===== src/rtl/viterbi_pkg.sv =====
// Shared constants and types for the K=3, rate-1/2 (7,5) hard-decision Viterbi decoder.
package viterbi_pkg;

    localparam int unsigned PM_W_DEF = 6;

    localparam logic [1:0] S00 = 2'd0;
    localparam logic [1:0] S01 = 2'd1;
    localparam logic [1:0] S10 = 2'd2;
    localparam logic [1:0] S11 = 2'd3;

    // Per next state s: branch index (0 = hd1) and source state of the lower/upper predecessor
    localparam logic [3:0][2:0] LO_BR  = {3'd3, 3'd1, 3'd2, 3'd0};
    localparam logic [3:0][2:0] HI_BR  = {3'd7, 3'd5, 3'd6, 3'd4};
    localparam logic [3:0][1:0] LO_SRC = {S10, S00, S10, S00};
    localparam logic [3:0][1:0] HI_SRC = {S11, S01, S11, S01};

    typedef logic [3:0] dec_t;

endpackage


===== src/rtl/acs_cell.sv =====
// One add-compare-select butterfly half: two candidate sums, pick the smaller (tie -> lower).
// Candidate sums saturate unless ACS_NORM_EN is defined.
module acs_cell
    import viterbi_pkg::*;
#(
    parameter int unsigned PM_W = PM_W_DEF
) (
    input  logic [PM_W-1:0] pm_a,
    input  logic [PM_W-1:0] pm_b,
    input  logic [1:0]      hd_a,
    input  logic [1:0]      hd_b,
    output logic [PM_W-1:0] sum,
    output logic            dec
);

    logic [PM_W-1:0] cand_a, cand_b;

`ifdef ACS_NORM_EN
    assign cand_a = pm_a + {{(PM_W-2){1'b0}}, hd_a};
    assign cand_b = pm_b + {{(PM_W-2){1'b0}}, hd_b};
`else
    logic [PM_W:0] sum_a, sum_b;

    assign sum_a  = {1'b0, pm_a} + {{(PM_W-1){1'b0}}, hd_a};
    assign sum_b  = {1'b0, pm_b} + {{(PM_W-1){1'b0}}, hd_b};
    assign cand_a = sum_a[PM_W] ? {PM_W{1'b1}} : sum_a[PM_W-1:0];
    assign cand_b = sum_b[PM_W] ? {PM_W{1'b1}} : sum_b[PM_W-1:0];
`endif

    assign dec = (cand_b < cand_a);
    assign sum = dec ? cand_b : cand_a;

endmodule


===== src/rtl/acs_unit.sv =====
// ACS stage: four path metric registers, survivor decisions, best state and symbol count.
// Optional metric normalization is enabled by defining ACS_NORM_EN.
module acs_unit
    import viterbi_pkg::*;
#(
    parameter int unsigned PM_W    = PM_W_DEF,
    parameter int unsigned INIT_PM = 4,
    parameter int unsigned CNT_W   = 8
) (
    input  logic             clk,
    input  logic             rst,
    input  logic             start,
    input  logic             in_valid,
    input  logic [1:0]       hd1,
    input  logic [1:0]       hd2,
    input  logic [1:0]       hd3,
    input  logic [1:0]       hd4,
    input  logic [1:0]       hd5,
    input  logic [1:0]       hd6,
    input  logic [1:0]       hd7,
    input  logic [1:0]       hd8,
    output logic [3:0]       dec,
    output logic             dec_valid,
    output logic [1:0]       best_state,
    output logic [PM_W-1:0]  pm0,
    output logic [PM_W-1:0]  pm1,
    output logic [PM_W-1:0]  pm2,
    output logic [PM_W-1:0]  pm3,
    output logic [CNT_W-1:0] step_cnt,
    output logic             norm_pulse
);

    localparam logic [PM_W-1:0] InitPm = PM_W'(INIT_PM);
    localparam logic [3:0][PM_W-1:0] InitVec = {InitPm, InitPm, InitPm, {PM_W{1'b0}}};

    logic [3:0][PM_W-1:0] pm_q, pm_src, pm_new, pm_d;
    logic [7:0][1:0]      hd;
    dec_t                 dec_q, dec_d;
    logic [1:0]           best_q, best_d;
    logic [CNT_W-1:0]     cnt_q;
    logic                 dv_q, norm_q, norm_d;
    logic [PM_W-1:0]      min_pm;

    assign hd = {hd8, hd7, hd6, hd5, hd4, hd3, hd2, hd1};

    // A start coinciding with a symbol runs the ACS from the initial metrics
    assign pm_src = start ? InitVec : pm_q;

    for (genvar s = 0; s < 4; s++) begin : g_cell
        acs_cell #(
            .PM_W (PM_W)
        ) u_cell (
            .pm_a (pm_src[LO_SRC[s]]),
            .pm_b (pm_src[HI_SRC[s]]),
            .hd_a (hd[LO_BR[s]]),
            .hd_b (hd[HI_BR[s]]),
            .sum  (pm_new[s]),
            .dec  (dec_d[s])
        );
    end

    always_comb begin
        best_d = S00;
        min_pm = pm_new[0];
        for (int s = 1; s < 4; s++) begin
            if (pm_new[s] < min_pm) begin
                min_pm = pm_new[s];
                best_d = 2'(s);
            end
        end
    end

`ifdef ACS_NORM_EN
    always_comb begin
        norm_d = pm_new[0][PM_W-1] & pm_new[1][PM_W-1] & pm_new[2][PM_W-1] & pm_new[3][PM_W-1];
        pm_d   = pm_new;
        if (norm_d) begin
            for (int s = 0; s < 4; s++) begin
                pm_d[s][PM_W-1] = 1'b0;
            end
        end
    end
`else
    assign norm_d = 1'b0;
    assign pm_d   = pm_new;
`endif

    always_ff @(posedge clk or negedge rst) begin
        if (!rst) begin
            pm_q   <= InitVec;
            dec_q  <= '0;
            best_q <= S00;
            cnt_q  <= '0;
            dv_q   <= 1'b0;
            norm_q <= 1'b0;
        end else if (in_valid) begin
            pm_q   <= pm_d;
            dec_q  <= dec_d;
            best_q <= best_d;
            cnt_q  <= start ? CNT_W'(1) : cnt_q + CNT_W'(1);
            dv_q   <= 1'b1;
            norm_q <= norm_d;
        end else begin
            dv_q   <= 1'b0;
            norm_q <= 1'b0;
            if (start) begin
                pm_q  <= InitVec;
                cnt_q <= '0;
            end
        end
    end

    assign pm0        = pm_q[0];
    assign pm1        = pm_q[1];
    assign pm2        = pm_q[2];
    assign pm3        = pm_q[3];
    assign dec        = dec_q;
    assign dec_valid  = dv_q;
    assign best_state = best_q;
    assign step_cnt   = cnt_q;
    assign norm_pulse = norm_q;

endmodule


===== config.mk =====
export PLATFORM = sky130hd
export DESIGN_NAME = acs_unit
export DESIGN_NICKNAME = d
export VERILOG_FILES = /design/src/rtl/viterbi_pkg.sv /design/src/rtl/acs_cell.sv /design/src/rtl/acs_unit.sv
export SDC_FILE = /design/constraint.sdc
export NUM_CORES = 1
export LEC_CHECK = 0
export CAP_MARGIN = 30
export CELL_PAD_IN_SITES_DETAIL_PLACEMENT = 0
export CELL_PAD_IN_SITES_GLOBAL_PLACEMENT = 1
export CORE_ASPECT_RATIO = 0.7
export CORE_MARGIN = 2
export CORE_UTILIZATION = 43
export CTS_BUF_LIST = sky130_fd_sc_hd__clkbuf_4
export DETAILED_ROUTE_END_ITERATION = 6
export PLACE_DENSITY_LB_ADDON = 0.1
export SLEW_MARGIN = 15
export SYNTH_ARGS = -nofsm -noshare
export SYNTH_HDL_FRONTEND = slang
export SYNTH_SLANG_ARGS = --single-unit

===== constraint.sdc =====
create_clock -name clk -period 11.4 [get_ports clk]
set_input_delay 2.28 -clock clk [delete_from_list [all_inputs] [get_ports clk]]
set_output_delay 2.28 -clock clk [all_outputs]
set_load 0.1 [all_outputs]

---- Yosys cells after proc, flatten, opt, wreduce, memory -nomap -nowiden ----
Index checks and enable logic that the tools add are counted.
storage, ports and cells
  bits in registers ....................... 39
  output and inout bits ................... 40
operators by class
  magnitude comparators ................... 7
  add/sub/neg operators ................... 9
  mux-type cells .......................... 23
  reductions and logical operators ........ 1
operators by type and width
  cell                                                           count
  6-bit two-way mux                                              14
  6-bit by 2-bit adder with 7-bit output                         8
  24-bit two-way mux                                             2
  6-bit < comparator                                             7
  8-bit two-way mux                                              3
  8-bit by 1-bit adder with 8-bit output, second input constant  1
  2-bit two-way mux                                              2
  1-bit two-way mux                                              2
  2-bit nonzero test                                             1

---- Longest topological paths before layout ----
  word-level depth ........................ 11
  mapped depth ............................ 44
  gate-level depth less buffers ........... 39

---- Cells and area by module ----
A second synthesis with hierarchy kept.
unflattened totals
  cell total of the unflattened synthesis .. 481
  area, all modules ....................... 4406.7 µm²
by module, submodules not included
  module                           cells an instance  area each (µm²)  seq. area each (µm²)  instances
  acs_unit                         197                2244.7           979.7                 1
  acs_cell (g_cell[1].u_cell ...)  70                 541.8            0.0                   2
  acs_cell (g_cell[0].u_cell ...)  72                 539.3            0.0                   2

---- Least setup slack after synthesis ----
OpenSTA, ideal clock, no wires.
  kind .................................... input port to flip-flop
  start point ............................. input port start
  end point ............................... register best_q[0] (netlist: best_state[0])
  data required time ...................... 11.274 ns
  stages .................................. 39
  slack ................................... 0.498 ns
  arrival ................................. 10.776 ns
  library setup time ...................... 0.126 ns
  buffers on the path ..................... 5
  cells stage by stage .................... buf_2 -> clkbuf_1 -> clkbuf_1 -> clkbuf_1 -> nor2b_1 -> ha_1 -> maj3_1 -> nand2_1 -> a21oi_1 -> o221ai_1 -> inv_1 -> ha_1 -> a2111oi_0 -> a221o_1 -> a31oi_1 -> maj3_2 -> o21a_1 -> ha_1 -> [... 3 more ...] -> o21ai_1 -> buf_6 -> a21oi_1 -> inv_1 -> ha_1 -> a21o_1 -> a221o_1 -> a21oi_1 -> nand2_1 -> o21ai_2 -> mux2_2 -> ha_1 -> nand3_1 -> o22ai_1 -> or3_1 -> o21bai_1 -> or4b_1 -> a311o_1
on the way
  word-level cells in the longest chain between the ends .. 11
  elaborated cells between the ends (all ways) .. 33
  those cells by class .................... 8 x add/sub; 7 x order compare; 18 x mux
RTL lines
  item                                                       line                            source
  start: declaration                                         acs_unit.sv:12                  input logic start,
  24-bit two-way mux *                                       n/a
  6-bit by 2-bit adder with 7-bit output (on tied branches)  acs_cell.sv:25, acs_cell.sv:24
  6-bit two-way mux (on tied branches)                       acs_cell.sv:27, acs_cell.sv:26
  6-bit < comparator                                         acs_cell.sv:30                  assign dec = (cand_b < cand_a);
  6-bit two-way mux                                          acs_cell.sv:31                  assign sum = dec ? cand_b : cand_a;
  6-bit < comparator                                         acs_unit.sv:66                  if (pm_new[s] < min_pm) begin
  6-bit two-way mux                                          acs_unit.sv:66
  6-bit < comparator                                         acs_unit.sv:66
  6-bit two-way mux                                          acs_unit.sv:66
  6-bit < comparator                                         acs_unit.sv:66
  2-bit two-way mux *                                        acs_unit.sv:66
  end signal: assignment                                     acs_unit.sv:99                  best_q <= best_d;
  end: declaration                                           acs_unit.sv:39                  logic [1:0] best_q, best_d;
Mark *: on every way between the ends. The rest lies on a longest branch, timed or not.
A chain may end at the register's enable or synchronous reset.

---- Final worst setup path ----
Ends and elaborated chain as after synthesis.

==> flow_results.org <==
** Status
- The flow ran to the end, and the final reports show no timing, DRC or antenna violations.

** STA
- Subtracting the final worst setup slack from the clock period gives 10950 ps.
- Share of the clock period used by the worst path after layout :: 96.0%
- For the final routed database, the setup TNS stands at 0 ps.
- Worst clock skew :: 19.2 ps
- Max-slew violation total from the final report :: 0
- Setup repair after global routing missed its margin :: no
- Max transition margin :: 34.1%
- The number of hold violations in the final report is 0.
- At the pin with the least slew margin, the transition time is 986 ps.
- Timing-limited maximum frequency :: 0.0914 GHz
- Setup violations remaining at the end of the flow were counted as 0.

** GRT
- Residual overflow from global routing :: 0
- Maximum number of pins on one net before global-route repair :: 48
- The first global-routing pass estimated 22100 um of wire.
- The number of global-route vias before repair came to 3951.
- Antenna violations before repair :: 0
- Overall Global Routing Usage :: 25.5%

** Detailed routing
- Routed Wire Length :: 13700 um
- The final route contains 4395 vias.
- Residual DRC :: 0
- Post-detailed-route wirelength per cell :: 18.6 um
- Count of antenna-violating nets left after detailed routing :: 0
- The detailed router finished its first iteration with 394 violations.
- The first detailed-routing pass ran for 4 iterations.
- After detailed routing, the number of vias per cell comes to 5.97.

** CTS
- Resize count post-CTS :: 0
- Clock root buffer :: sky130_fd_sc_hd__clkbuf_4
- Clk buf depth :: 2
- Hold buffer count at CTS :: 0
- TritonCTS built the clock tree.
- Clock insertion delay at the later pin of the skew report :: 390 ps
- Counting every sink on the clock net gives 39.
- Buffers inserted during post-CTS setup optimization :: 0
- Clock Pin Slew Worst Setup and Hold Paths :: 150 ps
- CTS built an H-tree with a depth of 2.
- In this run, CTS created clock tree buffers numbering 5.

** Finish
- The number of antenna diodes in the final layout is 0.
- After the last flow step, the layout net total stands at 674.
- Filler-free cell count of the finished design :: 736
- Most common cell after layout, fill and taps aside :: sky130_fd_sc_hd__clkdlybuf4s50_1
- The post-route netlist has 8.72% of its cells at a drive strength greater than 1.
- The area growth from synthesis to layout is 18.1%.
- Leaving out fill and tap cells, the most frequent cells in the layout are sky130_fd_sc_hd__clkdlybuf4s50_1, sky130_fd_sc_hd__nand2_1, sky130_fd_sc_hd__nor2_1.
- Filler cell count :: 960

** Floorplanning
- Number of ports placed on the die boundary :: 60
- The die covers 11000 um^2.
- Starting density of the core :: 44.7%
- Height of the die :: 88.4 um
- Measured along the x axis, the die boundary spans 125 um.
- CORE AREA :: 9800 um^2
- In this run the core area contains 30 standard-cell rows.

** Logic synthesis
- Synthesis Warnings :: 0
- Averaged over all synthesized cells, the footprint is 7.82 um^2.
- The synthesized design contains 39 register bits.
- Synthesized netlist cell count :: 560
- Synth cell types :: 70
- Cell type with the largest total area after synthesis :: sky130_fd_sc_hd__dfrtp_1
- Summed over its instances, the top area cell type makes up 20.6% of the synthesized netlist area.
- The share of the Yosys chip area taken by registers is 22.4%.
- Primary flip-flop cell chosen by synthesis mapping :: sky130_fd_sc_hd__dfrtp_1
- Sorting the synthesized cells by area gives the leading types as sky130_fd_sc_hd__dfrtp_1, sky130_fd_sc_hd__ha_1, sky130_fd_sc_hd__o21ai_0.
- In the synthesized netlist the async set-or-reset flop fraction comes to 100%.
- The number of nets in the synthesized netlist is 627.
- After synthesis the cells add up to 4380 um^2.
- Number of synthesized flops with an enable pin :: 0

** Worst setup path
- CP Max Fanout :: 9
- For the worst setup path, the data required time is 11690 ps.
- Crit path kind :: in2reg
- Among all stages on the critical path, the largest delay is contributed by sky130_fd_sc_hd__or4b_1.
- CP most frequent cell :: sky130_fd_sc_hd__ha_1
- The worst setup path is launched from an input port.
- Crit-path max cell delay :: 510 ps
- Arrival time of data at the critical path endpoint :: 11240 ps
- Type of element capturing the critical path :: flip-flop

** Min path
- Type of the tightest min-delay check :: reg2reg

** Placed design
- The congestion estimate from routability-driven global placement came to 0.934.
- The wire-length estimate of the detail-placed layout is 10700 um.
- Input/output buffers :: 58
- Dpl cells :: 728

** Flow run
- MaxCap Viol Count :: 0
-- worst paths after layout --
path | from | to | slack [ps] | cells past startpoint
worst max register to register | pm3[1] | best_state[0] | 2240 | 36
min in group asynchronous | rst | pm3[1] | 1740 | 1
worst min-delay path | dec[2] | dec[2] | 530 | 2
worst max-delay path | start | best_state[0] | 450 | 38
max in group asynchronous | rst | pm2[2] | 9120 | 2
worst min register to register | dec[2] | dec[2] | 530 | 2
-- per-layer routing --
layer	track usage, %	wire [um]	up-vias
met1	42.0	7350	2099
met5	0	0	-
li1	-	-	2134
met4	2.96	51	0
met2	34.3	5170	157
met3	4.78	1120	5
-- stage by stage --
stage | setup slack (ps) | hold WS (ps) | util, % | instance area (um^2)
3_3_place_gp | 354 | 480 | 51.7 | 5060
6_report | 453 | 528 | 52.8 | 5170
2_1_floorplan | 498 | 775 | - | 4380
4_1_cts | 549 | 526 | 52.8 | 5170
5_1_grt | 20.1 | 569 | 52.8 | 5170
3_5_place_dp | 186 | 485 | 51.9 | 5080
-- synth_stat cells (11+ instances only) --
cell type	count
sky130_fd_sc_hd__a31oi_1	11
sky130_fd_sc_hd__nand2_1	55
sky130_fd_sc_hd__ha_1	47
sky130_fd_sc_hd__a21oi_1	42
sky130_fd_sc_hd__nor2_1	54
sky130_fd_sc_hd__nor2b_1	12
sky130_fd_sc_hd__dfrtp_1	36
sky130_fd_sc_hd__mux2_2	11
sky130_fd_sc_hd__nand2b_1	13
sky130_fd_sc_hd__clkbuf_1	15
sky130_fd_sc_hd__nor3_1	13
sky130_fd_sc_hd__inv_1	28
sky130_fd_sc_hd__o21ai_0	45
sky130_fd_sc_hd__mux2i_1	17
-- worst max-delay path, delay by kind of cell --
kind	cells	cell delay, ps
AND/OR/NAND/NOR	7	1510
AO/OA/AOI/OAI	18	4170
adder cells (fa/ha/maj)	7	1990
multiplexers	1	380
buffers and inverters	5	910
-- cells by family after synthesis --
logic type	synth area share [%]
simple gates	20.9
compound gates	25.3
buf+inv	5.54
fa+ha+maj	14.8
flops	22.4
mux	7.40
xor+xnor	3.60
other cells	0.0856
-- sequential cells by signal, indices dropped and copies added, names as in the netlist --
signal      flops
step_cnt        8
dec_valid       1
pm0             6
pm3             6
best_state      2
pm2             6
dec             4
pm1             6
-- final cells by class --
cell class | count | area, um^2 | area share (%)
sequential | 39 | 980 | 18.9
timing repair buffer | 69 | 678 | 13.1
clock inverter | 3 | 46.3 | 0.895
inverter | 29 | 109 | 2.10
tap | 128 | 160 | 3.10
multi-input combinational | 463 | 3160 | 61.1
clock buffer | 5 | 37.5 | 0.726
Power is left out: the tool's default activity adds up to more than one toggle a clock period on the data nets, which glitch-free logic cannot reach.
